File: src/rtl/multicycle_control_if.sv
// Control bundle between the multicycle controller and the 64-bit datapath.
// master: controller (takes IR fields/alu_zero, drives enables, selects, ALU op).
interface multicycle_control_if;
    logic [6:0] i6_0;
    logic [2:0] funct3;
    logic [6:0] funct7;
    logic       alu_zero;
    logic       PCwrite;
    logic       SelMuxPC;
    logic       IRwrite;
    logic       RegWrite;
    logic       loadRegA;
    logic       loadRegB;
    logic       loadRegAluOut;
    logic       loadRegMemData;
    logic       MemData_Wr;
    logic       SelMux2;
    logic [1:0] SelMux4;
    logic       SelMuxMem;
    logic [2:0] AluOperation;
    logic [3:0] state_out;
    logic       illegal;

    modport master (
        input  i6_0, funct3, funct7, alu_zero,
        output PCwrite, SelMuxPC, IRwrite, RegWrite,
        output loadRegA, loadRegB, loadRegAluOut, loadRegMemData,
        output MemData_Wr, SelMux2, SelMux4, SelMuxMem,
        output AluOperation, state_out, illegal
    );

    modport slave (
        output i6_0, funct3, funct7, alu_zero,
        input  PCwrite, SelMuxPC, IRwrite, RegWrite,
        input  loadRegA, loadRegB, loadRegAluOut, loadRegMemData,
        input  MemData_Wr, SelMux2, SelMux4, SelMuxMem,
        input  AluOperation, state_out, illegal
    );
endinterface

File: src/rtl/multicycle_control.sv
// Moore FSM sequencing the 64-bit multicycle RISC-V datapath, one micro-step per clock.
// Ports: clk, rst (async active-low), bus (master: IR fields in, controls out).
module multicycle_control #(
    parameter int MEM_LATENCY = 1
) (
    input logic                 clk,
    input logic                 rst,
    multicycle_control_if.master bus
);

    typedef enum logic [3:0] {
        S_RESET   = 4'd0,
        S_FETCH   = 4'd1,
        S_DECODE  = 4'd2,
        S_EXEC_R  = 4'd3,
        S_EXEC_I  = 4'd4,
        S_ADDR    = 4'd5,
        S_MEM_RD  = 4'd6,
        S_MEM_WR  = 4'd7,
        S_WB_ALU  = 4'd8,
        S_WB_MEM  = 4'd9,
        S_BRANCH  = 4'd10,
        S_LUI     = 4'd11,
        S_HALT    = 4'd12,
        S_ILLEGAL = 4'd13
    } state_t;

    typedef struct packed {
        logic       pc_wr;
        logic       sel_pc;
        logic       ir_wr;
        logic       reg_wr;
        logic       ld_a;
        logic       ld_b;
        logic       ld_alu;
        logic       ld_mem;
        logic       mem_wr;
        logic       sel2;
        logic [1:0] sel4;
        logic       sel_mem;
        logic [2:0] op;
        logic       beq;
        logic       bne;
    } ctl_t;

    localparam logic [2:0] LAST = 3'(MEM_LATENCY - 1);

    state_t     st, ns;
    logic [2:0] wcnt, nw;
    ctl_t       c_q, c_d;
    logic       illegal_q;

    logic r_add, r_sub, r_and;

    assign r_add = (bus.funct3 == 3'b000) && (bus.funct7 == 7'b0000000);
    assign r_sub = (bus.funct3 == 3'b000) && (bus.funct7 == 7'b0100000);
    assign r_and = (bus.funct3 == 3'b111);

    // Outputs are computed for the state being entered and registered,
    // so everything except the branch decision is a flop output.
    always_comb begin
        ns  = st;
        nw  = '0;
        c_d = '0;

        unique case (st)
            S_RESET:  ns = S_FETCH;
            S_FETCH: begin
                if (wcnt == LAST) begin
                    ns = S_DECODE;
                end else begin
                    nw = wcnt + 3'd1;
                end
            end
            S_DECODE: begin
                case (bus.i6_0)
                    7'b0110011: ns = S_EXEC_R;
                    7'b0010011: ns = S_EXEC_I;
                    7'b0000011: ns = S_ADDR;
                    7'b0100011: ns = S_ADDR;
                    7'b1100011: ns = S_BRANCH;
                    7'b0110111: ns = S_LUI;
                    7'b1110011: ns = S_HALT;
                    default:    ns = S_ILLEGAL;
                endcase
            end
            S_EXEC_R: ns = (r_add | r_sub | r_and) ? S_WB_ALU : S_ILLEGAL;
            S_EXEC_I: ns = S_WB_ALU;
            S_ADDR:   ns = (bus.i6_0 == 7'b0000011) ? S_MEM_RD : S_MEM_WR;
            S_MEM_RD: begin
                if (wcnt == LAST) begin
                    ns = S_WB_MEM;
                end else begin
                    nw = wcnt + 3'd1;
                end
            end
            S_MEM_WR: ns = S_FETCH;
            S_WB_ALU: ns = S_FETCH;
            S_WB_MEM: ns = S_FETCH;
            S_BRANCH: begin
                ns = (bus.funct3[2:1] == 2'b00) ? S_FETCH : S_ILLEGAL;
            end
            S_LUI:     ns = S_WB_ALU;
            S_HALT:    ns = S_HALT;
            S_ILLEGAL: ns = S_ILLEGAL;
            default:   ns = S_ILLEGAL;
        endcase

        unique case (ns)
            S_FETCH: begin
                c_d.sel4  = 2'b01;
                c_d.op    = 3'b001;
                c_d.ir_wr = (nw == LAST);
                c_d.pc_wr = (nw == LAST);
            end
            S_DECODE: begin
                c_d.ld_a   = 1'b1;
                c_d.ld_b   = 1'b1;
                c_d.ld_alu = 1'b1;
                c_d.sel4   = 2'b11;
                c_d.op     = 3'b001;
            end
            S_EXEC_R: begin
                c_d.sel2   = 1'b1;
                c_d.ld_alu = 1'b1;
                unique case (1'b1)
                    r_add:   c_d.op = 3'b001;
                    r_sub:   c_d.op = 3'b010;
                    r_and:   c_d.op = 3'b011;
                    default: c_d.op = 3'b000;
                endcase
            end
            S_EXEC_I, S_ADDR: begin
                c_d.sel2   = 1'b1;
                c_d.sel4   = 2'b10;
                c_d.op     = 3'b001;
                c_d.ld_alu = 1'b1;
            end
            S_MEM_RD: c_d.ld_mem = (nw == LAST);
            S_MEM_WR: c_d.mem_wr = 1'b1;
            S_WB_ALU: c_d.reg_wr = 1'b1;
            S_WB_MEM: begin
                c_d.reg_wr  = 1'b1;
                c_d.sel_mem = 1'b1;
            end
            S_BRANCH: begin
                c_d.sel2   = 1'b1;
                c_d.op     = 3'b010;
                c_d.sel_pc = 1'b1;
                c_d.beq    = (bus.funct3 == 3'b000);
                c_d.bne    = (bus.funct3 == 3'b001);
            end
            S_LUI: begin
                c_d.sel4   = 2'b10;
                c_d.ld_alu = 1'b1;
            end
            default: c_d = '0;
        endcase
    end

    always_ff @(posedge clk or negedge rst) begin
        if (!rst) begin
            st        <= S_RESET;
            wcnt      <= '0;
            c_q       <= '0;
            illegal_q <= 1'b0;
        end else begin
            st        <= ns;
            wcnt      <= nw;
            c_q       <= c_d;
            illegal_q <= illegal_q | (ns == S_ILLEGAL);
        end
    end

    // Branch outcome is the only input that reaches an output directly.
    assign bus.PCwrite = c_q.pc_wr |
        ((st == S_BRANCH) &
         ((c_q.beq & bus.alu_zero) | (c_q.bne & ~bus.alu_zero)));

    assign bus.SelMuxPC       = c_q.sel_pc;
    assign bus.IRwrite        = c_q.ir_wr;
    assign bus.RegWrite       = c_q.reg_wr;
    assign bus.loadRegA       = c_q.ld_a;
    assign bus.loadRegB       = c_q.ld_b;
    assign bus.loadRegAluOut  = c_q.ld_alu;
    assign bus.loadRegMemData = c_q.ld_mem;
    assign bus.MemData_Wr     = c_q.mem_wr;
    assign bus.SelMux2        = c_q.sel2;
    assign bus.SelMux4        = c_q.sel4;
    assign bus.SelMuxMem      = c_q.sel_mem;
    assign bus.AluOperation   = c_q.op;
    assign bus.state_out      = st;
    assign bus.illegal        = illegal_q;

endmodule
File: src/flat_wrapper.sv
// flat-port wrapper written by rule: the top's interface ports become plain ports
module multicycle_control_flat 
#(
    parameter int MEM_LATENCY = 1
)
  (clk, rst, bus_i6_0, bus_funct3, bus_funct7, bus_alu_zero, bus_PCwrite, bus_SelMuxPC, bus_IRwrite, bus_RegWrite, bus_loadRegA, bus_loadRegB, bus_loadRegAluOut, bus_loadRegMemData, bus_MemData_Wr, bus_SelMux2, bus_SelMux4, bus_SelMuxMem, bus_AluOperation, bus_state_out, bus_illegal);
  multicycle_control_if bus_i ();
  input logic clk;
  input logic rst;
  input wire logic [$bits(bus_i.i6_0)-1:0] bus_i6_0;
  input wire logic [$bits(bus_i.funct3)-1:0] bus_funct3;
  input wire logic [$bits(bus_i.funct7)-1:0] bus_funct7;
  input wire logic [$bits(bus_i.alu_zero)-1:0] bus_alu_zero;
  output wire logic [$bits(bus_i.PCwrite)-1:0] bus_PCwrite;
  output wire logic [$bits(bus_i.SelMuxPC)-1:0] bus_SelMuxPC;
  output wire logic [$bits(bus_i.IRwrite)-1:0] bus_IRwrite;
  output wire logic [$bits(bus_i.RegWrite)-1:0] bus_RegWrite;
  output wire logic [$bits(bus_i.loadRegA)-1:0] bus_loadRegA;
  output wire logic [$bits(bus_i.loadRegB)-1:0] bus_loadRegB;
  output wire logic [$bits(bus_i.loadRegAluOut)-1:0] bus_loadRegAluOut;
  output wire logic [$bits(bus_i.loadRegMemData)-1:0] bus_loadRegMemData;
  output wire logic [$bits(bus_i.MemData_Wr)-1:0] bus_MemData_Wr;
  output wire logic [$bits(bus_i.SelMux2)-1:0] bus_SelMux2;
  output wire logic [$bits(bus_i.SelMux4)-1:0] bus_SelMux4;
  output wire logic [$bits(bus_i.SelMuxMem)-1:0] bus_SelMuxMem;
  output wire logic [$bits(bus_i.AluOperation)-1:0] bus_AluOperation;
  output wire logic [$bits(bus_i.state_out)-1:0] bus_state_out;
  output wire logic [$bits(bus_i.illegal)-1:0] bus_illegal;
  assign bus_i.i6_0 = bus_i6_0;
  assign bus_i.funct3 = bus_funct3;
  assign bus_i.funct7 = bus_funct7;
  assign bus_i.alu_zero = bus_alu_zero;
  assign bus_PCwrite = bus_i.PCwrite;
  assign bus_SelMuxPC = bus_i.SelMuxPC;
  assign bus_IRwrite = bus_i.IRwrite;
  assign bus_RegWrite = bus_i.RegWrite;
  assign bus_loadRegA = bus_i.loadRegA;
  assign bus_loadRegB = bus_i.loadRegB;
  assign bus_loadRegAluOut = bus_i.loadRegAluOut;
  assign bus_loadRegMemData = bus_i.loadRegMemData;
  assign bus_MemData_Wr = bus_i.MemData_Wr;
  assign bus_SelMux2 = bus_i.SelMux2;
  assign bus_SelMux4 = bus_i.SelMux4;
  assign bus_SelMuxMem = bus_i.SelMuxMem;
  assign bus_AluOperation = bus_i.AluOperation;
  assign bus_state_out = bus_i.state_out;
  assign bus_illegal = bus_i.illegal;
  multicycle_control #(.MEM_LATENCY(MEM_LATENCY)) u_core (.clk(clk), .rst(rst), .bus(bus_i));
endmodule
File: config.mk
export PLATFORM = sky130hd
export DESIGN_NAME = multicycle_control_flat
export DESIGN_NICKNAME = d
export VERILOG_FILES = /design/src/rtl/multicycle_control_if.sv /design/src/rtl/multicycle_control.sv /design/src/flat_wrapper.sv
export SDC_FILE = /design/constraint.sdc
export NUM_CORES = 1
export LEC_CHECK = 0
export BUFFER_PORTS_ARGS = -buffer_cell sky130_fd_sc_hd__buf_2
export CAP_MARGIN = 20
export CORE_UTILIZATION = 40
export CTS_BUF_LIST = sky130_fd_sc_hd__clkbuf_4 sky130_fd_sc_hd__clkbuf_8 sky130_fd_sc_hd__clkbuf_16
export CTS_CLUSTER_DIAMETER = 30
export DETAILED_ROUTE_END_ITERATION = 16
export HOLD_SLACK_MARGIN = 0.06
export PLACE_DENSITY = 0.65
export SLEW_MARGIN = 20
export SYNTH_ARGS = -nofsm -noshare
export SYNTH_HDL_FRONTEND = slang
export SYNTH_SLANG_ARGS = --single-unit
File: constraint.sdc
create_clock -name clk -period 2.25 [get_ports clk]
set_input_delay 0.1125 -clock clk [delete_from_list [all_inputs] [get_ports clk]]
set_output_delay 0.1125 -clock clk [all_outputs]
set_load 0.02 [all_outputs]
After elaboration in Yosys (flattened, before gate mapping):

Cells that the tools add are included.

* $add $sub $neg: 1
* equality and inequality tests: 34
* multiplexer cells: 22
* bitwise gates (word level): 9
* reductions and logical operators: 17

Operators by type and width (number)
* 4-bit == test (second input constant): 10
* 4-bit case mux with 9 select lines: 1
* 4-bit by 3-bit == test with 1-bit output (second input constant): 8
* 7-bit by 6-bit == test with 1-bit output (second input constant): 4
* 4-bit case mux with 6 select lines: 1
* 4-bit by 2-bit == test with 1-bit output (second input constant): 4
* 7-bit == test (second input constant): 2
* 4-bit 2-to-1 mux: 3
* 2-bit case mux with 3 select lines: 2
* 4-bit OR reduction: 3
* 3-bit zero test: 3
* 1-bit 2-to-1 mux: 9
* 3-bit 2-to-1 mux: 3
* 3-bit case mux with 3 select lines: 1
* 4-bit by 1-bit == test with 1-bit output (second input constant): 2
* 2-bit OR reduction: 4
* 7-bit by 2-bit == test with 1-bit output (second input constant): 1
* 7-bit by 5-bit == test with 1-bit output (second input constant): 1
* 7-bit zero test: 1
* 1-bit OR: 5
* 5-bit OR reduction: 1
* 4-bit zero test: 1
* 2-bit 2-to-1 mux: 2
* 3-bit by 1-bit adder with 3-bit output (second input constant): 1
* other kinds (7): 10

* register bits: 25
* input port bits: 20
* output and inout port bits: 21
* word-level logic and storage cells: 100

Depth between registers and ports, before layout:

Gate-level depths: netlist of the first run.

* depth after elaboration: 9
* depth in mapped cells: 9
* gate-level depth less buffers: 9

Least setup slack after synthesis of the first run:

OpenSTA, ideal clock, no wires.

* kind: reg2reg
* start: register u_core.st[3] (netlist: u_core.bus.state_out[3])
* end: register u_core.c_q (netlist bit u_core.bus.SelMux2)
* library setup time: 83 ps
* data arrival time: 1977 ps
* data required time: 2167 ps
* path slack: 190 ps
* stages on the path, launching flop included: 8
* period minus slack after synthesis: 2060 ps
* cells stage by stage: dfrtp_1 > clkbuf_2 > nor2_1 > nand4_1 > o221ai_2 > a31oi_4 > or3_2 > o21ai_0

RTL lines
* from (decl): RTL line multicycle_control.sv:48 `state_t st, ns;`
* from (signal assigned): RTL line multicycle_control.sv:168 `st <= ns;`
* to (signal assigned): RTL line multicycle_control.sv:165 `c_q <= '0;`
* to (signal assigned): RTL line multicycle_control.sv:170 `c_q <= c_d;`
* to (decl): RTL line multicycle_control.sv:50 `ctl_t c_q, c_d;`

==> flow_summary.yaml, run 1 <==
status:
  status: "completed"
pwr:
  cellInternalPower_uw: 516.7
  power_frac_clock_pct: 30.3
  power_frac_seq_pct: 62.4
  p_comb_share_pct: 7.3
  p_switching_uw: 145.6
  p_leak_uw: 0.0007678
  powerDensity_nw_per_um2: 411.6
  swShare_pct: 21.99
  ir_drop_v: 0.0003663
floorplan:
  core_um2: 3103
  die_area_um2: 3537
  pin_count: 41
  start_util_pct: 42.58
  rows: 20
  die_w_um: 59.48
  die_y_um: 59.48
yosys:
  seq_area_frac_synth_pct: 43.56
  synth_cell_type_count: 52
  synth_nets: 157
  yosys.area.top_type_share_pct: 43.56
  synthCells: 135
  netlist_top_cells_area: "dfrtp_1 (44%), buf_4 (3.4%), a21oi_1 (3.0%)"
  yosysMostFrequentCell: "dfrtp_1"
  synth_ff_type: "dfrtp_1"
  ys_warn_count: 0
  synthTopCellsByCount: "dfrtp_1 (23), inv_1 (10), a21oi_1 (8), nor2_1 (8), buf_4 (6)"
  async_flop_share_pct: 100.0
  netlist_area_um2: 1321
  syn-mean-instance-area_um2: 9.787
  synth-edff-count: 0
  synth_seq_cells: 23
  yosys.area.top_type: "dfrtp_1"
detailed_routing:
  post_drt_wl_per_cell_um: 13.58
  firstDrtPassIters: 4
  drt_iter0_drc: 42
  vias: 1140
  route.detailed.drc: 0
  ant_nets: 0
  drt-total-wl_mm: 2.988
  routed_via_density: 5.182
sta:
  finalSetupTns_ps: 0
  min_period_over_period_pct: 88.63
  finClkSkew_ps: 6.788
  rsz0062_at_grt: "false"
  finalCriticalPeriod_ps: 1994
  setup_viol: 0
  layout_setup_ws_ps: 255.9
  final_max_slew_viol_count: 0
  hold_violations: 0
  holdWs_ps: 138.5
  max_freq_mhz: 501.5
layout:
  drive_gt1_share_pct: 38.07
  utilization_pct: 51.85
  regArea_um2: 575.6
  fillCellCount: 312
  multiInputGateArea_um2: 639.4
  finalNonFillerCells: 220
  diodes: 0
  nNetsFinal: 199
  syn_to_final_growth_pct: 21.78
worst_setup_path:
  worstPathMaxFanout: 9
  worstPathRequired_ps: 2470
  path_class: "reg2reg"
  startpoint_type: "flop"
  critPathCaptureType: "flop"
  crit_arrival_ps: 2210
min_path:
  hp-class: "in2reg"
place:
  globalplace.congestion: 0.8624
  io_buffer_count: 39
  dp_hpwl_mm: 2.308
  pre_cts_ws_ps: 128.6
  dp_cells: 214
global_routing:
  grt_usage_pct: 18.84
  antenna_found_initial: 0
  grt_pass1_wl_mm: 4.864
  gr-total-overflow: 0
  grt_max_degree: 24
  grt_pass1_vias: 1074
clock_tree:
  cts_sinks: 23
  cts_tree: "yes"
  root_buffer: "clkbuf_4"
  htreeDepth: 1
  clock_latency_ps: 310
  clk_pin_slew_ps: 120
  ctsLongestPathBuffers: 2
  cts_setup_buffers: 0
  cts_buffers: 3
job:
  drv_cap: 0
-- cells in the final DEF, fill, tap and decap left out, types with 2 or more instances in the layout --
cell | synthesis | layout
nor2_1 | 8 | 7
clkbuf_4 | 0 | 4
or2_2 | 2 | 2
buf_4 | 6 | 7
mux2_2 | 3 | 3
ha_1 | 2 | 2
dfrtp_1 | 23 | 23
nor3_1 | 3 | 3
nand2b_1 | 5 | 5
a21oi_1 | 8 | 8
o21ai_0 | 5 | 5
nand4_1 | 2 | 2
nor2b_1 | 3 | 3
nor4_1 | 3 | 3
buf_2 | 2 | 39
inv_1 | 10 | 10
nor3b_1 | 2 | 2
o211ai_1 | 4 | 4
nand2_1 | 5 | 5
dlygate4sd3_1 | 0 | 2
nand3_1 | 5 | 5
-- final cells by class --
class	count	area share (%)
tap	44	3.421
sequential	23	35.77
inverter	11	2.566
multi-input combinational	90	39.74
clock buffer	4	1.866
timing repair buffer	48	16.64
-- sequential cells by signal, indices dropped and copies added (netlist names), 2 cells and up --
signal and cells:
u_core.bus.state_out 4, u_core.c_q 3, u_core.wcnt 3, u_core.bus.AluOperation 2
u_core.bus.SelMux4 2
-- power groups by stage --
stage               registers (uW)  logic, uW  clock network [uW]
floorplan                      421       16.8                   0
global placement               421       44.7                   0
detailed placement             421       46.2                   0
CTS                            413       49.0                 209
global route                   413       54.8                 219
finish                         413       48.4                 201
-- metal layers --
layer | wire length [um] | vias to the layer above | GRT usage, % | share of wire, %
met5 | 0 | - | 0 | 0
met2 | 1460 | 35 | 31.46 | 49
met1 | 1298 | 540 | 22.80 | 43
li1 | - | 559 | - | -
met3 | 169 | 6 | 5.240 | 5.7
met4 | 59 | 0 | 7.483 | 2.0
-- worst paths after layout --
kind / start / endpoint / slack [ps] / depth (start not counted)
setup reg to reg: u_core.bus.state_out[0] / u_core.bus.loadRegMemData / 260 / 5
hold / removal: bus_funct3[2] / u_core.c_q[1] / 140 / 3
hold reg to reg: u_core.bus.illegal / u_core.bus.illegal / 490 / 1
max in group asynchronous: rst / u_core.bus.illegal / 1630 / 2
setup / recovery: u_core.bus.state_out[0] / u_core.bus.loadRegMemData / 260 / 5
min in group asynchronous: rst / u_core.c_q[1] / 280 / 2
-- repair_timing --
action | CTS | global route
hold buffers | 2 | 0
setup endpoints to repair | 0 | 3
endpoints found under the hold margin | 25 | 0
resized for setup | 0 | 1
-- per-stage QoR --
stage	total power [uW]	cell area, um^2
after floorplan	438.1	1321
after global placement	465.9	1556
after detailed placement	467.3	1556
after CTS	671.8	1607
after global routing	687.1	1609
final	662.3	1609
-- logic make-up (layout without fill, tap and decap cells) --
kind of cell | Yosys count | in the layout | synth area share [%]
adders and majority gates | 2 | 2 | 1.894
other | 1 | 1 | 0.2838
and+or+nand+nor | 51 | 51 | 24.91
buffers and inverters | 22 | 63 | 8.238
muxes | 4 | 4 | 3.314
DFF | 23 | 23 | 43.56
xor gates and xnor gates | 1 | 1 | 0.6630
AOI/OAI and AO/OA | 31 | 31 | 17.14
-- critical path, stage by stage (launching register included) --
cell	delay, ps
dfrtp_1	520
and2b_1	280
o211ai_1	160
o221ai_1	190
or4_1	580
nor4_1	180
No activity file was read; power rests on OpenSTA's default activity.
==> run 2, diff against run 1 <==
--- a/config.mk
+++ b/config.mk
@@ -12,7 +12,7 @@
 export CTS_CLUSTER_DIAMETER = 30
 export DETAILED_ROUTE_END_ITERATION = 16
 export HOLD_SLACK_MARGIN = 0.06
-export PLACE_DENSITY = 0.65
+export PLACE_DENSITY = 0.64
 export SLEW_MARGIN = 20
 export SYNTH_ARGS = -nofsm -noshare
 export SYNTH_HDL_FRONTEND = slang
==> flow_summary.yaml, run 2 (same netlist as run 1, synthesis figures left out) <==
status:
  status: "completed"
pwr:
  p_comb_share_pct: 7.3
  ir_drop_v: 0.0002633
  powerDensity_nw_per_um2: 407.0
  p_switching_uw: 141.6
  power_frac_seq_pct: 62.8
  swShare_pct: 21.52
  total_power_uw: 658.0
  power_frac_clock_pct: 29.9
  p_leak_uw: 0.0007719
  cellInternalPower_uw: 516.3
worst_setup_path:
  timing.rr.start: "u_core.bus.state_out[2]"
  cp_cell_sequence: "nor2_2 > nand4_1 > o221ai_2 > a31oi_4 > or3_2 > o21ai_0"
  worstPathMaxFanout: 10
  crit_path_start: "u_core.bus.state_out[2]"
  critPathCaptureType: "flop"
  worstPathRequired_ps: 2480
  startpoint_type: "flop"
  cp_slowest_stage_delay_ps: 530
  crit_slowest_cell: "dfrtp_1"
  crit_arrival_ps: 2270
  critPathBufInv: 0
  path_delay_family: "simple AND/OR/NAND/NOR gates"
  path_class: "reg2reg"
global_routing:
  grt_usage_pct: 17.93
  grt_pass1_vias: 1041
  grt_max_degree: 24
  gr-total-overflow: 0
  antenna_found_initial: 0
  grt_pass1_wl_mm: 4.616
layout:
  fin_area_um2: 1617
  drive_gt1_share_pct: 38.42
  final_cell_mix: "buf_2 (39), dfrtp_1 (23), inv_1 (10)"
  diodes: 0
  nNetsFinal: 200
  syn_to_final_growth_pct: 22.35
  largest_reg_flops: 4
  final_common_cell: "buf_2"
clock_tree:
  cts_buffers: 3
  cts_tree: "yes"
  clock_latency_ps: 300
  root_buffer: "clkbuf_4"
  htreeDepth: 1
  cts_sinks: 23
  clk_pin_slew_ps: 120
  ctsLongestPathBuffers: 2
sta:
  max_freq_mhz: 489.8
  maxSlewHeadroom_pct: 66.61
  setup_viol: 0
  layout_setup_ws_ps: 208.4
  final_max_slew_viol_count: 0
  rsz0062_at_grt: "false"
  tightest_slew_ps: 500.9
  finClkSkew_ps: 6.813
  min_period_over_period_pct: 90.74
  finalCriticalPeriod_ps: 2042
  finalSetupTns_ps: 0
  holdWs_ps: 137.5
  hold_violations: 0
floorplan:
  pin_count: 41
  die_area_um2: 3537
  rows: 20
  start_util_pct: 42.58
  core_um2: 3103
  die_y_um: 59.48
  die_w_um: 59.48
detailed_routing:
  met1_length_mm: 1.300
  routed_via_density: 5.023
  drt-total-wl_mm: 2.942
  route.detailed.drc: 0
  met3_length_um: 168
  vias: 1110
  ant_nets: 0
  post_drt_wl_per_cell_um: 13.31
  wl_met2_mm: 1.444
  drt_iter0_drc: 28
  firstDrtPassIters: 6
  top_layer: "met4"
place:
  globalplace.congestion: 0.8955
  postPlaceCellArea_um2: 1564
  io_buffer_count: 39
  pre_cts_ws_ps: 67.69
  dp_hpwl_mm: 2.324
min_path:
  hp-class: "in2reg"
  worstHoldStart: "bus_funct3[1]"
job:
  drv_cap: 0
-- run 2: cell count changes in the layout (fill, tap and decap cells not counted), sizes merged --
cell	delta
buf	+1
-- run 2: worst register-to-register path: stages, from the launching register on --
cell      delay (ps)
dfrtp_1          530
nor2_2           300
nand4_1          180
o221ai_2         240
a31oi_4          100
or3_2            510
o21ai_0          100
-- run 2: final cells by class --
cell class / instances / area [um^2]
repair buffers: 49 / 275.3
clock buffers: 4 / 30.03
multi-input cells: 90 / 639.4
well taps: 44 / 55.05
flip-flops and latches: 23 / 575.6
inverters: 11 / 41.29
fillers: 316 / 1486
-- run 2: layer usage --
layer	vias up	global-route usage [%]
li1	562	-
met1	508	21.17
met2	36	31.62
met3	4	4.803
met4	0	5.102
met5	-	0
-- run 2: final timing paths --
kind	end	depth (start not counted)	slack [ps]
max reg2reg	u_core.bus.SelMux2	6	210
max	u_core.bus.SelMux2	6	210
min in group asynchronous	u_core.c_q[0]	2	310
max in group asynchronous	u_core.bus.loadRegA	2	1600
min reg2reg	u_core.wcnt[0]	1	490
min	u_core.c_q[0]	3	140
-- run 2: metrics by stage --
stage	utilization, %	cells
2_1_floorplan	-	135
3_3_place_gp	50.40	215
3_5_place_dp	50.40	215
4_1_cts	52.02	221
5_1_grt	52.10	221
6_report	52.10	221
-- run 2: power by group through the flow --
stage,clock (uW),sequential (uW),combinational [uW]
floorplan,0,421,16.8
global placement,0,421,44.3
detailed placement,0,421,45.8
CTS,205,413,48.7
global route,219,413,54.2
finish,197,413,48.1
-- run 2: repair_timing --
action,in CTS,in global routing
gates resized for setup,0,1
hold buffers,2,0
hold endpoints to repair,25,0
setup endpoints to repair,0,3
buffers inserted,0,0
==> run 3, diff against run 2 <==
--- a/config.mk
+++ b/config.mk
@@ -7,6 +7,7 @@
 export LEC_CHECK = 0
 export BUFFER_PORTS_ARGS = -buffer_cell sky130_fd_sc_hd__buf_2
 export CAP_MARGIN = 20
+export CORE_MARGIN = 2
 export CORE_UTILIZATION = 40
 export CTS_BUF_LIST = sky130_fd_sc_hd__clkbuf_4 sky130_fd_sc_hd__clkbuf_8 sky130_fd_sc_hd__clkbuf_16
 export CTS_CLUSTER_DIAMETER = 30
==> flow_summary.yaml, run 3 (same netlist as run 1, synthesis figures left out) <==
clock_tree:
  cts_setup_buffers: 0
  cts_buffers: 3
  cts_tree: "yes"
  htreeDepth: 1
  root_buffer: "clkbuf_4"
  clk_pin_slew_ps: 120
  cts_sinks: 23
  ctsLongestPathBuffers: 2
  clock_latency_ps: 300
sta:
  min_period_over_period_pct: 91.43
  final_max_slew_viol_count: 0
  finalCriticalPeriod_ps: 2057
  holdWs_ps: 140.1
  rsz0062_at_grt: "false"
  max_freq_mhz: 486.1
  hold_violations: 0
  finClkSkew_ps: 3.825
  finalSetupTns_ps: 0
  setup_viol: 0
detailed_routing:
  routed_via_density: 5.201
  vias: 1139
  firstDrtPassIters: 4
  drt_iter0_drc: 28
  post_drt_wl_per_cell_um: 13.40
  route.detailed.drc: 0
  drt-total-wl_mm: 2.934
  ant_nets: 0
pwr:
  total_power_uw: 658.1
  powerDensity_nw_per_um2: 409.0
  ir_drop_v: 0.0003697
  p_leak_uw: 0.0007635
worst_setup_path:
  cp_slowest_stage_delay_ps: 540
  worstPathRequired_ps: 2480
  crit_slowest_cell: "dfrtp_1"
  cp_cell_sequence: "nor2_2 > nand4_1 > o221ai_2 > a31oi_4 > or3_2 > o21ai_0"
  startpoint_type: "flop"
  path_class: "reg2reg"
  worstPathMaxFanout: 12
  crit_arrival_ps: 2280
  critPathCaptureType: "flop"
global_routing:
  grt_pass1_vias: 1133
  grt_usage_pct: 17.94
  gr-total-overflow: 0
  antenna_found_initial: 0
  grt_max_degree: 24
  grt_pass1_wl_mm: 4.940
layout:
  final_cell_mix: "buf_2 (39), dfrtp_1 (23), inv_1 (10)"
  finalNonFillerCells: 219
  multiInputGateArea_um2: 646.9
  largest_reg_flops: 4
  drive_gt1_share_pct: 38.29
  utilization_pct: 51.85
  diodes: 0
  fillCellCount: 305
  syn_to_final_growth_pct: 21.78
  nNetsFinal: 198
  final_common_cell: "buf_2"
  regArea_um2: 575.6
floorplan:
  start_util_pct: 42.58
  pin_count: 41
  die_w_um: 61.48
  die_y_um: 61.48
  rows: 20
  die_area_um2: 3779
  core_um2: 3103
place:
  dp_cells: 213
  globalplace.congestion: 0.8634
  dp_hpwl_mm: 2.335
  io_buffer_count: 39
status:
  status: "completed"
job:
  drv_cap: 0
min_path:
  hp-class: "in2reg"
run 3: layout make-up:
class	instances	area share, %
Clock buffer	4	1.866
Inverter	11	2.566
Multi-Input combinational cell	90	40.20
Sequential cell	23	35.77
Tap cell	44	3.421
Timing Repair Buffer	47	16.17
run 3: final timing paths:
check | start | to | slack [ps] | cells past startpoint
setup / recovery | u_core.bus.state_out[2] | u_core.bus.SelMux2 | 190 | 6
hold / removal | bus_funct3[1] | u_core.c_q[1] | 140 | 3
setup reg to reg | u_core.bus.state_out[2] | u_core.bus.SelMux2 | 190 | 6
hold reg to reg | u_core.bus.illegal | u_core.bus.illegal | 470 | 1
max in group asynchronous | rst | u_core.bus.AluOperation[0] | 1620 | 2
min in group asynchronous | rst | u_core.bus.RegWrite | 300 | 2
run 3: critical path, delay by kind of cell, from the launching register on:
| family | cells | cell delay [ps] |
|---|---|---|
| flops | 1 | 540 |
| simple gates | 3 | 1000 |
| compound gates | 3 | 440 |
run 3: metal layers:
layer,wire length [um],vias up,global-route usage (%)
li1,-,559,-
met1,1252,537,21.63
met2,1479,41,30.55
met3,191,2,4.832
met4,10,0,6.991
met5,0,-,0
run 3: repair_timing:
item	4_1_cts	5_1_grt
resized for setup	0	2
endpoints found under the setup margin	0	4
hold buffers	2	0
endpoints found under the hold margin	25	0
run 3: where the power goes:
part           total (uW)  leakage (uW)  internal (uW)  switching, uW
sequential            413      0.000301            413              0
combinational        47.8      0.000444           22.0           25.8
clock                 197     0.0000184           81.2            116
run 3: per-stage QoR:
stage	setup WS, ps	instance area, um^2
after global placement	72.29	1549
after detailed placement	71.98	1549
final	192.8	1609
after CTS	38.92	1599
after global routing	46.41	1609
after floorplan	189.9	1321
